===== src/rtl/fetch_unit.sv =====
// Fetch PC sequencer: reset, sequential fetch, stall, redirect, halt.
// Interrupt vectoring, EPC capture and int_ack exist only when FETCH_INTERRUPT_EN is defined.
`ifndef PC_SIZE
`define PC_SIZE 8
`endif

module fetch_unit #(
   parameter logic [`PC_SIZE-1:0] RESET_PC        = '0,
   parameter logic [`PC_SIZE-1:0] INT_VECTOR_BASE = `PC_SIZE'('h10)
) (
   input  logic                clk,
   input  logic                rst,
   input  logic                i_halt,
   input  logic                i_stall,
   input  logic                i_pc_override,
   input  logic [`PC_SIZE-1:0] i_target,
   input  logic                i_interrupt,
   input  logic [3:0]          i_int_code,
   output logic [`PC_SIZE-1:0] o_pc,
   output logic                o_valid,
   output logic                o_halted,
   output logic [`PC_SIZE-1:0] o_epc,
   output logic                o_int_ack
);

   typedef enum logic {
      RUN    = 1'b0,
      HALTED = 1'b1
   } state_t;

   state_t              state_q, state_d;
   logic [`PC_SIZE-1:0] pc_q, pc_d;
   logic [`PC_SIZE-1:0] epc_q, epc_d;
   logic                int_ack_q, int_ack_d;
   logic                int_take;

`ifdef FETCH_INTERRUPT_EN
   assign int_take = i_interrupt;
`else
   // Interrupt inputs are deliberately ignored; fold them into a sink net.
   logic unused_int;
   assign int_take   = 1'b0;
   assign unused_int = ^{i_interrupt, i_int_code};
`endif

   always_comb begin
      state_d   = state_q;
      pc_d      = pc_q;
      epc_d     = epc_q;
      int_ack_d = 1'b0;
      if (int_take) begin
         // Interrupt wins in either state, and is the only way out of HALTED.
         pc_d      = INT_VECTOR_BASE + `PC_SIZE'(i_int_code);
         epc_d     = pc_q;
         state_d   = RUN;
         int_ack_d = 1'b1;
      end else if (state_q == RUN) begin
         if (i_halt) begin
            state_d = HALTED;
         end else if (i_pc_override) begin
            pc_d = i_target;
         end else if (!i_stall) begin
            pc_d = pc_q + `PC_SIZE'(1);
         end
      end
   end

   always_ff @(posedge clk or posedge rst) begin
      if (rst) begin
         state_q   <= RUN;
         pc_q      <= RESET_PC;
         epc_q     <= '0;
         int_ack_q <= 1'b0;
      end else begin
         state_q   <= state_d;
         pc_q      <= pc_d;
         epc_q     <= epc_d;
         int_ack_q <= int_ack_d;
      end
   end

   assign o_pc      = pc_q;
   assign o_halted  = (state_q == HALTED);
   assign o_epc     = epc_q;
   assign o_int_ack = int_ack_q;
   assign o_valid   = (state_q == RUN) & ~i_stall & ~i_pc_override & ~i_halt & ~int_take;

endmodule


===== config.mk =====
export PLATFORM = sky130hd
export DESIGN_NAME = fetch_unit
export DESIGN_NICKNAME = d
export VERILOG_FILES = /design/src/rtl/fetch_unit.sv
export SDC_FILE = /design/constraint.sdc
export NUM_CORES = 1
export LEC_CHECK = 0
export ABC_AREA = 1
export BUFFER_PORTS_ARGS = -buffer_cell sky130_fd_sc_hd__buf_2
export CAP_MARGIN = 30
export CORE_MARGIN = 8
export CORE_UTILIZATION = 45
export DETAILED_ROUTE_END_ITERATION = 8
export GPL_TIMING_DRIVEN = 0
export HOLD_SLACK_MARGIN = 0.12
export PLACE_DENSITY = 0.88
export SYNTH_ARGS = -nofsm -noshare
export SYNTH_HDL_FRONTEND = slang
export SYNTH_SLANG_ARGS = --single-unit

===== constraint.sdc =====
create_clock -name clk -period 2.4 [get_ports clk]
set_input_delay 0.24 -clock clk [delete_from_list [all_inputs] [get_ports clk]]
set_output_delay 0.24 -clock clk [all_outputs]
set_load 0.02 [all_outputs]

# Yosys cells after proc, flatten, opt, wreduce, memory -nomap -nowiden
# Index checks and enable logic that the tools add are counted.
# totals
mem_bits_rw,0
memories,0
mem_bits_ro,0
reg_bits,9
inputBits,18
latchBits,0
# op_classes
bitwise,7
add_sub_neg,1
n_shift,0
div_mod_pow,0
mux,4
reduce_logical,1
n_lt_le_gt_ge,0
eq_ne,1
multipliers,0
# op_table
cell,count
8-bit 2-to-1 mux,2
"8-bit by 1-bit adder with 8-bit output, second input constant",1
1-bit inverter,4
1-bit bitwise AND,3
3-bit AND reduction,1
1-bit 2-to-1 mux,2
"2-bit by 1-bit inequality test with 1-bit output, second input constant",1

# Logic depth before layout (Yosys ltp)
# logic_depth
depth_word,4
mapped_depth,9
depth_no_buf,7

# Least setup slack after synthesis
# Ideal clock, no wire load.
# synth_timing
path_kind,register -> output
startpoint,"reg state_q, in the netlist o_halted"
endpoint,out o_valid
path_slack_ns,1.039
arrival_ns,1.121
stages_incl_launch_ff,4
cell_sequence,dfrtp_1 > nor2_1 > inv_1 > nor3_1
# synth_between
elab_chain_len,4
# synth_lines
item,line_no,source
"start, declared",31,"state_t state_q, state_d;"
"start signal, assigned",75,state_q <= state_d;
1-bit inverter,86,assign o_valid = (state_q == RUN) & ~i_stall & ~i_pc_override & ~i_halt & ~int_take;
1-bit bitwise AND (3 in series),86,
"end, declared",20,"output logic o_valid,"
# Every way passes these cells.

# Worst setup path after layout
# Ends and elaborated chain as after synthesis.

==> flow_summary.ini <==
[global_route]
global_route_wire_length_before_repair_um = 2601
antenna_found_initial = 0
grt.overflow.total = 0
grt_start_max_net_pins = 11
first_global_vias = 655
grt_usage_pct = 11.51

[worst_setup_path]
end_kind = output port
critical_path.startpoint = o_halted
timing.rr.end = o_pc[4]
worst_r2r_path_depth = 5
critical_path.cell_chain = nor2_1 > inv_1 > nor3_1 > buf_2
critical_path_arrival_ns = 1.19
worst_path_largest_cell_delay_ns = 0.38
critical-path-slowest-cell = sky130_fd_sc_hd__dfrtp_1
required_ns = 2.16
timing.rr.start = o_pc[0]
timing.reg2reg.setup_slack_ns = 1.18
critPathKind = flop to output port
timing.critical_path.fanout_max = 2
timing.critical_path.from_type = flop

[job]
max_cap_violations = 0

[route]
post-route-drc-count = 0
route.vias.total = 686
avgRoutedWirePerCell_um = 10.87
drtAntennaViolNets = 0
dr.first_iter.drc_count = 16
drt-vias-per-instance = 4.667
first_pass_iteration_count_of_the_detailed_router = 4
wire_length_after_detailed_routing_um = 1598

[hold_path]
min_delay_worst_endpoint = o_halted
worstHoldPathType = input port to flop
hp-start = i_halt
worst_hold_path.num_cells = 3

[clocking]
clock_tree_from_tritoncts = yes
clkSlewWorstSetupHoldPaths_ns = 0.06
post-cts-setup-buffer-count = 0
cts-resized-gates = 0
cts_max_level = 1
clock_root_buffer = sky130_fd_sc_hd__clkbuf_4
cts_buffers = 3
clockBufferDepth = 2
tritoncts_sinks = 9
clock_latency_reported_for_the_late_side_of_the_worst_skew_pair_ns = 0.26

[logic_synthesis]
netlist.top_cell.by_area = sky130_fd_sc_hd__dfrtp_1
synthesis.yosys.warnings = 0
synth_cells = 97
synth_largest_type_area_fraction_pct = 34.16
synthMostInstantiatedCell = sky130_fd_sc_hd__nand2_1
synthDistinctLibCells = 18
synth_ff_type = sky130_fd_sc_hd__dfrtp_1
postSynthRegisterBits = 9
synth-seq-area-share_pct = 34.16
synth.avg_cell_area_sq_um = 6.798
commonest_cells_post_synth = sky130_fd_sc_hd__nand2_1, sky130_fd_sc_hd__nor2_1, sky130_fd_sc_hd__buf_4, sky130_fd_sc_hd__inv_1, sky130_fd_sc_hd__dfrtp_1
async_flop_share_pct = 100.0
synth_enable_flop_cells = 0
post_synth_main_area_contributors = sky130_fd_sc_hd__dfrtp_1, sky130_fd_sc_hd__nand2_1, sky130_fd_sc_hd__buf_4
syn_std_cell_area_sq_um = 659.4

[placement]
finalWeightedCongestion = 0.7626
placedInstanceArea_sq_um = 814.5
io_buffer_count = 21
dp.final_hpwl_um = 1233
dp.cells = 142

[timing]
fin_skew_ns = 0.002499
final_period_minus_worst_setup_slack_ns = 1.430
setup-violations-final = 0
timing.setup.tns_ns = 0
slew_viol_final = 0
timing.final.crit_share_pct = 59.58
finalHoldViolCount = 0
rsz0062_at_grt = false
fmaxAchievable_mhz = 699.3
holdWs_ns = 0.2116

[die]
die-height_um = 54.28
io-pin-count = 37
design.core.area_sq_mm = 0.001436
initial_utilization_pct = 45.91
rows = 14
dieArea_sq_mm = 0.002946
die-width_um = 54.28

[power_and_ir_drop]
powerDensity_mw_per_mm2 = 531.5
p_leak_nw = 0.4796
vdd_drop_max_mv = 0.2679

[final_layout]
nNetsFinal = 151
utilization_pct = 59.23
antennaDiodeCount = 0
drive_gt1_share_pct = 30.53
area_growth_pct = 29.03
fillers = 142
layoutNonFillerInstCount = 147
final_cell_area_sq_um = 850.8

[status]
status = finished, final reports clean
sequential cells by signal (all words and copies together) (netlist names):
signal    flops
o_pc          8
o_halted      1
per-stage QoR:
stage	total power, mW	worst slack, ns
6_report	0.4522	0.9700
5_1_grt	0.4812	0.8941
4_1_cts	0.4521	0.9484
3_5_place_dp	0.3329	1.230
3_3_place_gp	0.3291	1.261
2_1_floorplan	0.2900	1.039
cell usage in the layout (no fill, tap or decap), drive strengths merged:
| cell type | Yosys | layout |
|---|---|---|
| nand2 | 23 | 23 |
| buf | 12 | 33 |
| o21a | 1 | 1 |
| inv | 11 | 11 |
| o21ai | 8 | 8 |
| dfrtp | 9 | 9 |
| clkbuf | 0 | 4 |
| nand3 | 7 | 7 |
| dlygate4sd3 | 0 | 1 |
| nor3 | 1 | 1 |
| nor2 | 18 | 18 |
| ha | 1 | 1 |
| a31oi | 1 | 1 |
| conb | 1 | 9 |
| a21oi | 4 | 4 |
critical path: cells and delay by family, from the launching register on:
family	cells	cell delay, ns
DFF	1	0.38
and+or+nand+nor	2	0.29
buffers and inverters	2	0.27
timing repair:
| action | 4_1_cts | 5_1_grt |
|---|---|---|
| hold buffers | 1 | 0 |
| endpoints found under the hold margin | 9 | 0 |
| endpoints found under the setup margin | 0 | 0 |
report_power, final:
group,switching [mW],internal (mW)
combinational,0.0870,0.0544
sequential,0.0222,0.170
clock,0.0544,0.0641
cell type report:
type | count | area, sq um | share of cell area (%)
clock buffers | 4 | 26.28 | 3.088
multi-input cells | 73 | 322.8 | 37.94
flip-flops and latches | 9 | 225.2 | 26.47
well taps | 16 | 20.02 | 2.353
repair buffers | 22 | 115.1 | 13.53
plain buffers | 12 | 97.59 | 11.47
inverters | 11 | 43.79 | 5.147
cells by family (layout without fill, tap and decap cells):
| group | Yosys count | after routing | synth area share (%) |
|---|---|---|---|
| fa+ha+maj | 1 | 1 | 1.897 |
| flops | 9 | 9 | 34.16 |
| simple gates | 49 | 49 | 30.17 |
| other cells | 1 | 9 | 0.5687 |
| compound gates | 14 | 14 | 11.76 |
| buf+inv | 23 | 49 | 21.44 |
worst max-delay path by stage:
stage	cells past startpoint	slack (ns)	to
CTS	4	0.95	o_valid
floorplan	3	1.04	o_valid
global placement	6	1.26	o_pc[6]
global route	4	0.89	o_valid
finish	4	0.97	o_valid
detailed placement	6	1.23	o_pc[6]
per-layer routing:
layer / GRT usage, % / part of all wire, % / vias up
li1: - / - / 353
met1: 12.30 / 42 / 293
met2: 21.56 / 46 / 37
met3: 2.717 / 11 / 3
met4: 3.689 / 1.0 / 0
met5: 0 / 0 / -
Note: power is estimated with default switching activity, not from simulation.
